--- src/rtl/i2c_rom_seq_engine_pkg.sv ---
// Types shared by the ROM-driven I2C/SCCB init sequencer and the I2C master it feeds.
package i2c_rom_seq_engine_pkg;

    typedef struct packed {
        logic       we;
        logic       sccb_mode;
        logic [6:0] addr_slave;
        logic [7:0] addr_reg;
        logic [7:0] burst_num;
    } t_i2c_cmd;

    typedef enum logic [3:0] {
        OP_WRITE = 4'h0,
        OP_DELAY = 4'h1,
        OP_POLL  = 4'h2,
        OP_END   = 4'hF
    } t_seq_opcode;

    // Opcode kept as raw bits so illegal encodings survive decode and can be flagged.
    typedef struct packed {
        logic [3:0] opcode;
        logic [3:0] rsvd;
        logic [7:0] reg_addr;
        logic [7:0] data;
        logic [7:0] mask;
    } t_seq_word;

    typedef enum logic [1:0] {
        ERR_NONE   = 2'd0,
        ERR_NACK   = 2'd1,
        ERR_POLL   = 2'd2,
        ERR_OPCODE = 2'd3
    } t_seq_err;

    typedef enum logic [2:0] {
        ST_IDLE,
        ST_FETCH,
        ST_DECODE,
        ST_REQ,
        ST_WAIT,
        ST_DELAY,
        ST_ERROR
    } t_seq_state;

    function automatic int clog2_min1(input int v);
        return (v <= 2) ? 1 : $clog2(v);
    endfunction

endpackage

--- src/rtl/i2c_rom_seq_engine.sv ---
// Walks a sync init ROM and issues WRITE / DELAY / POLL commands to the shared I2C master,
// with NACK retry, poll timeout and sticky error reporting.
//
// state  | meaning
// IDLE   | waiting for i_start (or first run after reset when auto-start is enabled)
// FETCH  | o_addr presented, ROM word arrives next cycle
// DECODE | word on i_data: dispatch on opcode, clear retry/poll counters
// REQ    | o_cmd_valid held until the master accepts
// WAIT   | waiting for the master's response pulse
// DELAY  | down-counting timer, leaves at terminal count 0
// ERROR  | one cycle: publish error code/address, then IDLE
module i2c_rom_seq_engine
    import i2c_rom_seq_engine_pkg::*;
#(
    parameter bit         p_sccb_mode      = 1'b1,
    parameter logic [6:0] p_slave_addr     = 7'h21,
    parameter int         p_rom_addr_width = 8,
    parameter int         p_delay_unit     = 1000,
    parameter int         p_max_retries    = 3,
    parameter int         p_poll_max       = 255,
    parameter bit         p_auto_start     = 1'b1
) (
    input  logic                        i_clk,
    input  logic                        i_rst,
    input  logic                        i_start,
    output logic [p_rom_addr_width-1:0] o_addr,
    input  logic [31:0]                 i_data,
    output logic                        o_cmd_valid,
    output t_i2c_cmd                    o_cmd_data,
    output logic [7:0]                  o_wr_data,
    input  logic                        i_cmd_ready,
    input  logic                        i_rsp_valid,
    input  logic                        i_rsp_nack,
    input  logic [7:0]                  i_rsp_data,
    output logic                        o_busy,
    output logic                        o_done,
    output logic                        o_error,
    output logic [1:0]                  o_err_code,
    output logic [p_rom_addr_width-1:0] o_err_addr
);

    localparam int AW       = p_rom_addr_width;
    localparam int TIMER_W  = 24 + $clog2(p_delay_unit);
    localparam int RETRY_W  = clog2_min1(p_max_retries + 1);
    localparam int POLL_W   = clog2_min1(p_poll_max + 1);

    typedef logic [TIMER_W-1:0] t_timer;

    localparam t_timer              DELAY_UNIT  = t_timer'(p_delay_unit);
    localparam logic [RETRY_W-1:0]  MAX_RETRIES = RETRY_W'(p_max_retries);
    localparam logic [POLL_W-1:0]   POLL_MAX    = POLL_W'(p_poll_max);

    typedef struct packed {
        t_seq_state          state;
        logic [AW-1:0]       addr;
        logic                cmd_valid;
        t_i2c_cmd            cmd;
        logic [7:0]          wr_data;
        logic [7:0]          poll_expect;
        logic [7:0]          poll_mask;
        logic                done;
        logic                error;
        t_seq_err            err_code;
        t_seq_err            err_pend;
        logic [AW-1:0]       err_addr;
        logic                init;
        t_timer              timer;
        logic [RETRY_W-1:0]  retries;
        logic [POLL_W-1:0]   polls;
    } t_regs;

    t_regs     r;
    t_regs     nx;
    t_seq_word word_in;
    t_timer    delay_load;
    logic      unused_rsvd;

    assign word_in     = t_seq_word'(i_data);
    assign delay_load  = t_timer'(i_data[23:0]) * DELAY_UNIT - t_timer'(1);
    assign unused_rsvd = ^word_in.rsvd;

    always_comb begin
        nx      = r;
        nx.done = 1'b0;
        case (r.state)
            ST_IDLE: begin
                if (i_start || (p_auto_start && !r.init)) begin
                    nx.addr     = '0;
                    nx.error    = 1'b0;
                    nx.err_code = ERR_NONE;
                    nx.state    = ST_FETCH;
                end
            end
            ST_FETCH: nx.state = ST_DECODE;
            ST_DECODE: begin
                // Only the poll compare needs the word after decode; the command fields live in cmd.
                nx.poll_expect = word_in.data;
                nx.poll_mask   = word_in.mask;
                nx.retries     = '0;
                nx.polls       = '0;
                nx.cmd         = '{we:         (word_in.opcode == OP_WRITE),
                                   sccb_mode:  p_sccb_mode,
                                   addr_slave: p_slave_addr,
                                   addr_reg:   word_in.reg_addr,
                                   burst_num:  '0};
                nx.wr_data     = word_in.data;
                case (word_in.opcode)
                    OP_WRITE, OP_POLL: begin
                        nx.cmd_valid = 1'b1;
                        nx.state     = ST_REQ;
                    end
                    OP_DELAY: begin
                        if (i_data[23:0] == 24'd0) begin
                            nx.addr  = r.addr + 1'b1;
                            nx.state = ST_FETCH;
                        end else begin
                            nx.timer = delay_load;
                            nx.state = ST_DELAY;
                        end
                    end
                    OP_END: begin
                        nx.done  = 1'b1;
                        nx.init  = 1'b1;
                        nx.addr  = '0;
                        nx.state = ST_IDLE;
                    end
                    default: begin
                        nx.err_pend = ERR_OPCODE;
                        nx.state    = ST_ERROR;
                    end
                endcase
            end
            ST_REQ: begin
                if (i_cmd_ready) begin
                    nx.cmd_valid = 1'b0;
                    nx.state     = ST_WAIT;
                end
            end
            ST_WAIT: begin
                if (i_rsp_valid) begin
                    if (i_rsp_nack) begin
                        if (r.retries < MAX_RETRIES) begin
                            nx.retries   = r.retries + 1'b1;
                            nx.cmd_valid = 1'b1;
                            nx.state     = ST_REQ;
                        end else begin
                            nx.err_pend = ERR_NACK;
                            nx.state    = ST_ERROR;
                        end
                    end else if (r.cmd.we ||
                                 (((i_rsp_data ^ r.poll_expect) & r.poll_mask) == 8'h00)) begin
                        nx.addr  = r.addr + 1'b1;
                        nx.state = ST_FETCH;
                    end else begin
                        nx.polls = r.polls + 1'b1;
                        if (nx.polls == POLL_MAX) begin
                            nx.err_pend = ERR_POLL;
                            nx.state    = ST_ERROR;
                        end else begin
                            nx.cmd_valid = 1'b1;
                            nx.state     = ST_REQ;
                        end
                    end
                end
            end
            ST_DELAY: begin
                if (r.timer == '0) begin
                    nx.addr  = r.addr + 1'b1;
                    nx.state = ST_FETCH;
                end else begin
                    nx.timer = r.timer - 1'b1;
                end
            end
            ST_ERROR: begin
                nx.error    = 1'b1;
                nx.err_code = r.err_pend;
                nx.err_addr = r.addr;
                nx.init     = 1'b1;
                nx.state    = ST_IDLE;
            end
            default: nx.state = ST_IDLE;
        endcase
    end

    always_ff @(posedge i_clk) begin
        if (i_rst) begin
            r <= '0;
        end else begin
            r <= nx;
        end
    end

    assign o_addr      = r.addr;
    assign o_cmd_valid = r.cmd_valid;
    assign o_cmd_data  = r.cmd;
    assign o_wr_data   = r.wr_data;
    assign o_busy      = (r.state != ST_IDLE);
    assign o_done      = r.done;
    assign o_error     = r.error;
    assign o_err_code  = r.err_code;
    assign o_err_addr  = r.err_addr;

endmodule

--- config.mk ---
export PLATFORM = sky130hd
export DESIGN_NAME = i2c_rom_seq_engine
export DESIGN_NICKNAME = d
export VERILOG_FILES = /design/src/rtl/i2c_rom_seq_engine_pkg.sv /design/src/rtl/i2c_rom_seq_engine.sv
export SDC_FILE = /design/constraint.sdc
export NUM_CORES = 1
export LEC_CHECK = 0
export ABC_AREA = 1
export CELL_PAD_IN_SITES_DETAIL_PLACEMENT = 1
export CELL_PAD_IN_SITES_GLOBAL_PLACEMENT = 1
export CORE_ASPECT_RATIO = 0.6
export CORE_UTILIZATION = 43
export DETAILED_ROUTE_END_ITERATION = 6
export PLACE_DENSITY = 0.79
export SETUP_SLACK_MARGIN = 0.02
export SYNTH_ARGS = -nofsm -noshare
export SYNTH_HDL_FRONTEND = slang
export SYNTH_SLANG_ARGS = --single-unit
--- constraint.sdc ---
create_clock -name i_clk -period 7.2 [get_ports i_clk]
set_input_delay 1.44 -clock i_clk [delete_from_list [all_inputs] [get_ports i_clk]]
set_output_delay 1.44 -clock i_clk [all_outputs]
set_load 0.02 [all_outputs]
==> metrics.cfg, run 1 <==
[power]
switching_share=0.605
vdd_drop_max_mv=0.229
internal-power_mw=2.46
switchingPower_mw=3.76
power_leakage_nw=6.29
powerDensity_nw_per_um2=500
seqPwrFrac=0.121
totalPowerFinal_mw=6.21
clkPwrFrac=0.083
comb_power_share=0.796

[setup_path]
path_cells=clkdlybuf4s50_1 -> inv_1 -> fa_1 -> fa_1 -> fa_1 -> fa_1 -> inv_1 -> ha_1 -> nand2_1 -> nor2_1 -> inv_1 -> o21bai_1 -> inv_1 -> nand2_1 -> nand2_1 -> nand2_1 -> nand2_1 -> inv_1 -> nand3_2 -> nor2_2 -> nand2_1 -> nand2_1 -> nand3_1 -> a21oi_2
startpoint_type=input port
endpoint_kind=flip-flop
crit_family=adder cells
crit_type=in2reg
cpMostUsedCell=nand2_1
worstPathArrival_ps=6890
reg2reg_from=r[22]$_SDFFE_PP0P_
required_ps=7510
critPathBufInv=6
worst_path_largest_cell_delay_ps=550
crit_fanout=6
crit_path_start=i_data[14]
slowest_stage=fa_1

[sta]
finalHoldViolCount=0
max_freq_mhz=152
setup_tns_ps=0
period_share=0.914
setup_violations=0
whs_ps=470
maxSlewViolCount=0
tightest_slew_ps=934
rsz0062_at_grt=no
setup_slack_ps=617
finClkSkew_ps=13.8
min_period_ps=6580
slew_headroom=0.377

[yosys]
synthCells=1662
ys_async_sr_fraction=0
syn-mean-instance-area_um2=6.76
syn-cell-area_um2=11200
ys_seq_area_frac=0.173
synth-edff-count=0
synthDistinctLibCells=49
synth-seq-cells=97
ys.flop_type=dfxtp_1
yosysWarnings=0

[layout]
nets=1915
drive_above_1_share=0.0546
final_area_um2=12400
areaGrowthSynthToFinish_pct=10.6
antenna_cells=0
fill_cells=3370
multi_input_area_um2=7620
seq_area_um2=1940

[die]
core_um2=25400
die_area_um2=26800
die_y_um=127
start_util=0.442
die_w_um=211
ios=101
num_rows=45

[placed_design]
gp_congestion=0.896
place_ws_ps=346
portBuffers=83
placed_area_um2=12100
dp_hpwl_mm=28.3

[global_route]
met1_usage=0.403
grt_overflow=0
use_met2=0.405
grt_pass1_wl_mm=56.8
grt_pass1_vias=10800
grt_start_max_net_pins=56
gr-usage-met3=0.0479
grt_antenna_before_repair=1
track_usage=0.270
gr-max-usage-layer=met2

[clocking]
hold_buffers=0
clk_latency_ps=380
post_cts_buffers=0
cts_root_buffer=clkbuf_16
cts_tree=built
clock_tree.buffer_depth=2
cts.reportedPaths.clkPinSlew_ps=80
htree_levels=3
cts_buffers=9
cts_resized=0
clock-sinks=97

[route]
routed_wl_mm=34.6
drt_iter0_markers=638
drc_errors=0
routedWlPerCell_um=16.8
dr_total_vias=10700
ant_nets=0
post_drt_via_cell_ratio=5.22
dr.pass1.iters=5

[job]
drv_cap=0

[min_path]
worstHoldPathType=reg2reg
min_from=o_err_code[1]$_SDFFE_PP0P_

[run_status]
outcome=complete, no violations

flip-flops by register name, summed over array words and instances (netlist names):
| name | cells |
|---|---|
| o_addr | 8 |
| o_error | 1 |
| o_cmd_data | 10 |
| o_cmd_valid | 1 |
| r | 66 |
| o_err_code | 2 |
| o_done | 1 |
| o_err_addr | 8 |
power by group through the flow:
stage / Combinational, mW / Clock, mW / Sequential [mW]
final: 4.95 / 0.515 / 0.751
after global routing: 5.54 / 0.547 / 0.767
after CTS: 4.90 / 0.532 / 0.750
after detailed placement: 4.85 / 0 / 0.760
after global placement: 4.66 / 0 / 0.753
after floorplan: 3.55 / 0 / 0.733
per-stage QoR:
stage / util / std cells
global route: 0.489 / 2054
global placement: 0.477 / 2038
floorplan: - / 1674
finish: 0.489 / 2054
CTS: 0.489 / 2054
detailed placement: 0.477 / 2038
cells in the mapped netlist (8+ instances only):
cell type | n | area, um^2
buf_4 | 55 | 413
dfxtp_1 | 97 | 1940
nand2_1 | 351 | 1320
ha_1 | 86 | 1080
clkbuf_1 | 20 | 75.1
nand2_2 | 9 | 56.3
nand3_1 | 95 | 475
fa_1 | 86 | 1720
inv_2 | 11 | 41.3
a21oi_1 | 109 | 546
nor2_1 | 149 | 559
o21ai_0 | 95 | 475
inv_1 | 308 | 1160
nor2_2 | 13 | 81.3
nand4_1 | 29 | 181
nor3_1 | 17 | 85.1
or2_2 | 8 | 50.1
a31oi_1 | 15 | 93.8
xor2_1 | 17 | 149
path summary, 6_finish.rpt:
| check | end | slack (ps) | cells after the start |
|---|---|---|---|
| worst min-delay path | o_err_code[1]$_SDFFE_PP0P_ | 470 | 2 |
| worst max-delay path | r[43]$_SDFFE_PP0P_ | 620 | 24 |
| worst max register to register | r[42]$_SDFFE_PP0P_ | 3700 | 11 |
| worst min register to register | o_err_code[1]$_SDFFE_PP0P_ | 470 | 2 |
cells in the final DEF (no fill, tap or decap), types with 5 or more instances in the layout:
master | Yosys | final
buf_4 | 55 | 12
dfxtp_1 | 97 | 97
conb_1 | 1 | 13
xor2_1 | 17 | 17
xnor2_1 | 6 | 6
nor2_2 | 13 | 14
clkdlybuf4s50_1 | 0 | 83
nand3_1 | 95 | 95
nand4_1 | 29 | 29
nand2_1 | 351 | 351
or2_2 | 8 | 8
a211oi_1 | 7 | 7
a31oi_1 | 15 | 15
a21oi_1 | 109 | 109
inv_1 | 308 | 308
nand3b_1 | 6 | 6
o21ai_1 | 5 | 5
inv_2 | 11 | 11
fa_1 | 86 | 86
o211ai_1 | 7 | 7
nor2_4 | 6 | 6
nor3_1 | 17 | 17
nor2_1 | 149 | 148
o21ai_0 | 95 | 95
nand2_2 | 9 | 9
clkbuf_16 | 0 | 9
nand3_2 | 6 | 6
ha_1 | 86 | 86
o21bai_1 | 5 | 5
metal layers:
layer	up-vias	wire length, um
met5	-	9
met3	29	2090
met4	2	395
met2	253	14200
li1	5246	-
met1	5183	17900
cell type report:
type,instances,area share
Timing Repair Buffer,95,0.0741
Clock inverter,7,0.00654
Multi-Input combinational cell,1173,0.613
Inverter,321,0.0969
Sequential cell,97,0.156
Clock buffer,9,0.0181
Tap cell,352,0.0354
cell families (layout without fill, tap and decap cells):
group                    count (synthesis)  count (layout)  share of synthesized area
XOR/XNOR                                23              23                     0.0179
other                                    1              13                   0.000334
buffers and inverters                  404             432                      0.154
AO/OA/AOI/OAI                          261             261                      0.128
flip-flops                              97              97                      0.173
AND/OR/NAND/NOR                        704             704                      0.279
adder cells (fa/ha/maj)                172             172                      0.249
worst register-to-register path: stages (launching register included):
cell     delay (ps)
dfxtp_1         340
or2_2           300
nor2_1          160
nand2_1          90
nor3_1          510
nand4_1         480
or2_0           340
nand3_1          70
buf_4           350
inv_2           370
o21ai_0         320
a21oi_1          60
No activity file was read; power rests on OpenSTA's default activity.
==> run 2, diff against run 1 <==
--- a/config.mk
+++ b/config.mk
@@ -11,7 +11,7 @@
 export CORE_ASPECT_RATIO = 0.6
 export CORE_UTILIZATION = 43
 export DETAILED_ROUTE_END_ITERATION = 6
-export PLACE_DENSITY = 0.79
+export PLACE_DENSITY = 0.88
 export SETUP_SLACK_MARGIN = 0.02
 export SYNTH_ARGS = -nofsm -noshare
 export SYNTH_HDL_FRONTEND = slang
==> metrics.cfg, run 2 (synthesis results as in run 1) <==
[route]
routedWlPerCell_um=17.5  ; +4.0%
drc_errors=0  ; unchanged
drt_iter0_markers=689  ; +8.0%
routed_wl_mm=35.9  ; +3.9%
post_drt_via_cell_ratio=5.35  ; +2.5%
dr_total_vias=11000  ; +2.4%
dr.pass1.iters=5  ; unchanged
ant_nets=0  ; unchanged

[power]
clkPwrFrac=0.082  ; about the same
seqPwrFrac=0.120  ; about the same
comb_power_share=0.799  ; +0.003
totalPowerFinal_mw=6.31  ; +1.6%
switching_share=0.610  ; +0.00550
switchingPower_mw=3.85  ; +2.5%
powerDensity_nw_per_um2=509  ; +1.8%
internal-power_mw=2.46  ; +0.17%
power_leakage_nw=6.28  ; -0.23%
vdd_drop_max_mv=0.188  ; -18%

[die]
core_um2=25400  ; unchanged
num_rows=45  ; unchanged
die_y_um=127  ; unchanged
start_util=0.442  ; unchanged
die_w_um=211  ; unchanged
die_area_um2=26800  ; unchanged
ios=101  ; unchanged

[sta]
period_share=0.915  ; about the same
min_period_ps=6590  ; +3.76 ps
setup_tns_ps=0  ; unchanged
rsz0062_at_grt=no
slew_headroom=0.251  ; -0.126
tightest_slew_ps=1120  ; +188 ps
setup_violations=0  ; unchanged
whs_ps=472  ; +1.66 ps
maxSlewViolCount=0  ; unchanged
finClkSkew_ps=16.3  ; +2.45 ps
finalHoldViolCount=0  ; unchanged
max_freq_mhz=152  ; about the same

[setup_path]
crit_fanout=6  ; unchanged
startpoint_type=input port
worstPathArrival_ps=6890  ; about the same
worst_path_largest_cell_delay_ps=770  ; +220 ps
crit_type=in2reg
reg2reg_from=r[23]$_SDFFE_PP0P_
slowest_stage=clkdlybuf4s50_1
required_ps=7510  ; about the same
reg2reg_depth=11  ; unchanged
crit_path_start=i_data[18]
worstReg2RegEnd=o_addr[5]$_SDFFE_PP0P_
worst-r2r-setup-slack_ps=3780  ; +80 ps
setup.worst_path.end=r[43]$_SDFFE_PP0P_
endpoint_kind=flip-flop

[global_route]
grt_overflow=0  ; unchanged
gr-max-usage-layer=met2
gr-usage-met3=0.0563  ; +0.00836
grt_pass1_vias=11300  ; +4.7%
grt_start_max_net_pins=56  ; unchanged
track_usage=0.276  ; +0.00591
grt_antenna_before_repair=0  ; -1
grt_pass1_wl_mm=58.4  ; +2.9%
met1_usage=0.384  ; -0.0183
use_met2=0.437  ; +0.0320

[layout]
nets=1912  ; -0.16%
fin_util=0.488  ; -0.000984
largest_register=r
layout_commonest_cell=nand2_1
antenna_cells=0  ; unchanged
areaGrowthSynthToFinish_pct=10.4
layout_common_cells=nand2_1, inv_1, nor2_1
final_area_um2=12400  ; -0.20%
largest_reg_flops=66  ; unchanged
fill_cells=3375  ; +0.15%
drive_above_1_share=0.0524  ; -0.00226

[clocking]
clk_latency_ps=380  ; about the same
cts.reportedPaths.clkPinSlew_ps=80  ; about the same
clock-sinks=97  ; unchanged
cts_tree=built
cts_root_buffer=clkbuf_16
post_cts_buffers=0  ; unchanged
cts_buffers=9  ; unchanged
cts_resized=0  ; unchanged
hold_buffers=0  ; unchanged
htree_levels=3  ; unchanged
clock_tree.buffer_depth=2  ; unchanged

[placed_design]
placed_area_um2=12100  ; -0.21%
gp_congestion=0.887  ; -1.0%
dp_hpwl_mm=29.1  ; +2.8%
portBuffers=83  ; unchanged

[job]
drv_cap=0  ; unchanged

[run_status]
outcome=complete, no violations

[min_path]
worstHoldPathType=reg2reg

==> run 2: area by class of cell <==
type | instances | area, um^2 | area share
Clock buffer | 9 | 225 | 0.0182
Clock inverter | 7 | 81.3 | 0.00655
Inverter | 321 | 1200 | 0.0971
Multi-Input combinational cell | 1173 | 7620 | 0.614
Sequential cell | 97 | 1940 | 0.156
Tap cell | 352 | 440 | 0.0355
Timing Repair Buffer | 92 | 898 | 0.0724
==> run 2: worst max-delay path: cells and delay by family <==
kind / cells / cell delay (ps)
AOI/OAI and AO/OA: 1 / 150
adders and majority gates: 5 / 2260
buffers and inverters: 8 / 1430
and+or+nand+nor: 13 / 1600
==> run 2: worst min path at each step <==
stage	slack, ps	startpoint	cells past startpoint	endpoint
final	470	o_err_code[0]$_SDFFE_PP0P_	2	o_err_code[0]$_SDFFE_PP0P_
after global placement	440	o_cmd_valid$_SDFFE_PP0P_	2	o_cmd_valid$_SDFFE_PP0P_
after floorplan	440	o_err_code[0]$_SDFFE_PP0P_	2	o_err_code[0]$_SDFFE_PP0P_
after CTS	470	o_cmd_valid$_SDFFE_PP0P_	2	o_cmd_valid$_SDFFE_PP0P_
after detailed placement	450	o_cmd_valid$_SDFFE_PP0P_	2	o_cmd_valid$_SDFFE_PP0P_
after global routing	490	o_err_code[0]$_SDFFE_PP0P_	2	o_err_code[0]$_SDFFE_PP0P_
==> run 2: layer usage <==
metal  up-vias  part of all wire
met2       251              0.43
li1       5233                 -
met3        51             0.052
met5         -                 0
met1      5431              0.50
met4         0             0.018
==> run 2: stage by stage <==
stage / setup slack, ps / cells
after global placement: 531 / 2035
after floorplan: 1690 / 1674
final: 613 / 2051
after detailed placement: 333 / 2035
after CTS: 720 / 2051
after global routing: 208 / 2051
==> run 2: power by group through the flow <==
stage	Sequential, mW	Combinational, mW	Clock, mW
2_1_floorplan	0.733	3.55	0
3_3_place_gp	0.752	4.64	0
3_5_place_dp	0.762	4.91	0
4_1_cts	0.750	4.96	0.530
5_1_grt	0.769	5.61	0.545
6_report	0.755	5.04	0.516
==> run 3, diff against run 2 <==
--- a/config.mk
+++ b/config.mk
@@ -5,13 +5,13 @@
 export SDC_FILE = /design/constraint.sdc
 export NUM_CORES = 1
 export LEC_CHECK = 0
-export ABC_AREA = 1
+export ABC_AREA = 0
 export CELL_PAD_IN_SITES_DETAIL_PLACEMENT = 1
 export CELL_PAD_IN_SITES_GLOBAL_PLACEMENT = 1
 export CORE_ASPECT_RATIO = 0.6
 export CORE_UTILIZATION = 43
 export DETAILED_ROUTE_END_ITERATION = 6
-export PLACE_DENSITY = 0.88
+export PLACE_DENSITY = 0.86
 export SETUP_SLACK_MARGIN = 0.02
 export SYNTH_ARGS = -nofsm -noshare
 export SYNTH_HDL_FRONTEND = slang
==> metrics.cfg, run 3 <==
[run_status]
outcome=complete, no violations

[sta]
period_share=0.970  ; +0.0552
maxSlewViolCount=0  ; unchanged
finClkSkew_ps=16.1  ; -0.193 ps
slew_headroom=0.303  ; +0.0521
max_freq_mhz=143  ; -5.7%
min_period_ps=6980  ; +398 ps
tightest_slew_ps=1040  ; -86.5 ps
setup_violations=0  ; unchanged
finalHoldViolCount=0  ; unchanged
rsz0062_at_grt=no

[placed_design]
portBuffers=83  ; unchanged
gp_congestion=0.882  ; -0.61%
dp_hpwl_mm=28.2  ; -3.2%
placed_cells=1698  ; -17%

[power]
powerDensity_nw_per_um2=490  ; -3.7%
vdd_drop_max_mv=0.233  ; +24%
power_leakage_nw=5.14  ; -18%
totalPowerFinal_mw=5.97  ; -5.4%

[route]
drc_errors=0  ; unchanged
routedWlPerCell_um=21.8  ; +24%
drt_iter0_markers=764  ; +11%
ant_nets=0  ; unchanged
dr.pass1.iters=6  ; +1
post_drt_via_cell_ratio=5.94  ; +11%
dr_total_vias=10200  ; -7.1%
routed_wl_mm=37.4  ; +4.1%

[layout]
drive_above_1_share=0.102  ; +0.0498
fin_cells=1715  ; -16%
largest_register=r
nets=1612  ; -16%
fill_cells=2809  ; -17%
layout_commonest_cell=nand2_1
layout_common_cells=nand2_1, inv_1, a21oi_1
largest_reg_flops=66  ; unchanged
areaGrowthSynthToFinish_pct=16.1

[yosys]
ys.flop_type=dfxtp_1
synth_mux_area_frac=0.00596  ; +0.00596
ys_top_cells_by_count=nand2_1, inv_1, a21oi_1, nor2_1, dfxtp_1
ys_seq_area_frac=0.185  ; +0.0122
synth-seq-cells=97  ; unchanged
synth_most_common_cell=nand2_1
yosysWarnings=0  ; unchanged
synthDistinctLibCells=83  ; +69%
syn-cell-area_um2=10500  ; -6.6%
synthCells=1301  ; -22%
synthAdderAreaFrac=0.267  ; +0.0176
synth_top_family_by_area=adder cells
yosysTopAreaCell=dfxtp_1
syn-mean-instance-area_um2=8.07  ; +19%
synth_compound_area_frac=0.186  ; +0.0589
yosys.area_share.simple=0.209  ; -0.0697
ys_async_sr_fraction=0  ; unchanged
synth_top_area_frac=0.185  ; +0.0122
synth_xor_area_frac=0.0451  ; +0.0271
synth-edff-count=0  ; unchanged
ys_top_cells_by_area=dfxtp_1, fa_1, ha_1, a21oi_1, nand2_1

[die]
die_area_um2=25100  ; -6.5%
ios=101  ; unchanged
start_util=0.446  ; +0.00475
core_um2=23500  ; -7.6%
num_rows=43  ; -4.4%
die_y_um=123  ; -3.3%
die_w_um=204  ; -3.3%

[job]
drv_cap=0  ; unchanged

[clocking]
cts_tree=built
clk_latency_ps=380  ; about the same
cts.reportedPaths.clkPinSlew_ps=80  ; about the same
cts_resized=0  ; unchanged
cts_root_buffer=clkbuf_16
post_cts_buffers=0  ; unchanged
clock_tree.buffer_depth=2  ; unchanged
clock-sinks=97  ; unchanged
hold_buffers=0  ; unchanged
cts_buffers=9  ; unchanged
htree_levels=3  ; unchanged

[global_route]
grt_start_max_net_pins=59  ; +5.4%
grt_overflow=0  ; unchanged
grt_pass1_wl_mm=59.3  ; +1.5%
grt_antenna_before_repair=1  ; +1
track_usage=0.307  ; +0.0310
grt_pass1_vias=10600  ; -6.2%

[setup_path]
worstPathArrival_ps=7210  ; +320 ps
endpoint_kind=flip-flop
required_ps=7430  ; -80 ps
crit_type=in2reg
crit_fanout=5  ; -1
startpoint_type=input port

[min_path]
worstHoldPathType=reg2reg

[run 3: cell types whose count changed in the layout (fill, tap and decap cells not counted), moves of 14 or more]
cell / before / now
nor2_1: 149 / 105
nor3_1: 17 / 36
xnor2_1: 6 / 22
inv_1: 308 / 131
xor2_1: 17 / 32
o21ai_0: 95 / 64
nand3_1: 95 / 24
nor4_1: 2 / 16
nand2_1: 351 / 135
buf_4: 9 / 86
[run 3: final timing paths]
check	slack [ps]	from	cells past startpoint	to
max reg2reg	3350	r[10]$_SDFFE_PP0P_	13	o_addr[7]$_SDFFE_PP0P_
min	460	o_err_addr[7]$_SDFFE_PP0P_	2	o_err_addr[7]$_SDFFE_PP0P_
max	220	i_data[8]	19	r[42]$_SDFFE_PP0P_
min reg2reg	460	o_err_addr[7]$_SDFFE_PP0P_	2	o_err_addr[7]$_SDFFE_PP0P_
[run 3: per-layer routing]
| layer | wire length [um] | vias to the layer above | GRT usage |
|---|---|---|---|
| li1 | - | 4620 | - |
| met4 | 1120 | 0 | 0.116 |
| met1 | 17100 | 5067 | 0.411 |
| met3 | 2400 | 94 | 0.0672 |
| met5 | 0 | - | 0 |
| met2 | 16800 | 402 | 0.486 |
[run 3: logic make-up after synthesis]
kind of cell,Yosys count
buffers and inverters,231
adders and majority gates,172
and+or+nand+nor,435
AOI/OAI and AO/OA,305
DFF,97
other,1
xor gates and xnor gates,54
muxes,6
[run 3: worst max-delay path, cell delays in order]
cell	delay (ps)
clkdlybuf4s50_1	520
inv_1	180
fa_1	650
fa_1	460
fa_1	530
fa_1	530
inv_1	60
ha_1	390
buf_4	150
and4_1	220
nor2b_1	190
o211ai_1	160
a21boi_0	380
o211ai_1	230
nor3_1	270
nand4_1	200
o31a_1	320
o21ai_1	210
a31oi_1	110
[run 3: per-stage QoR]
stage / worst slack, ps / TNS [ps] / utilization / instance area [um^2] / hold WS [ps]
after floorplan: 930 / 0 / - / 10500 / 432
after global placement: 136 / 0 / 0.504 / 11800 / 443
after detailed placement: -166 / -1020 / 0.504 / 11800 / 448
after CTS: 164 / 0 / 0.517 / 12200 / 460
after global routing: 26.8 / 0 / 0.518 / 12200 / 479
final: 216 / 0 / 0.518 / 12200 / 456
[run 3: final cells by class]
| cell class | count | area [um^2] | share of cell area |
|---|---|---|---|
| timing repair buffer | 169 | 1470 | 0.121 |
| clock buffer | 10 | 229 | 0.0188 |
| multi-input combinational | 985 | 7560 | 0.621 |
| tap | 315 | 394 | 0.0323 |
| clock inverter | 6 | 83.8 | 0.00688 |
| sequential | 97 | 1940 | 0.159 |
| inverter | 132 | 495 | 0.0407 |
| antenna | 1 | 2.50 | 0.000205 |
[run 3: power breakdown]
group	internal, mW	switching [mW]
Sequential	0.596	0.0832
Clock	0.279	0.255
Combinational	1.93	2.83
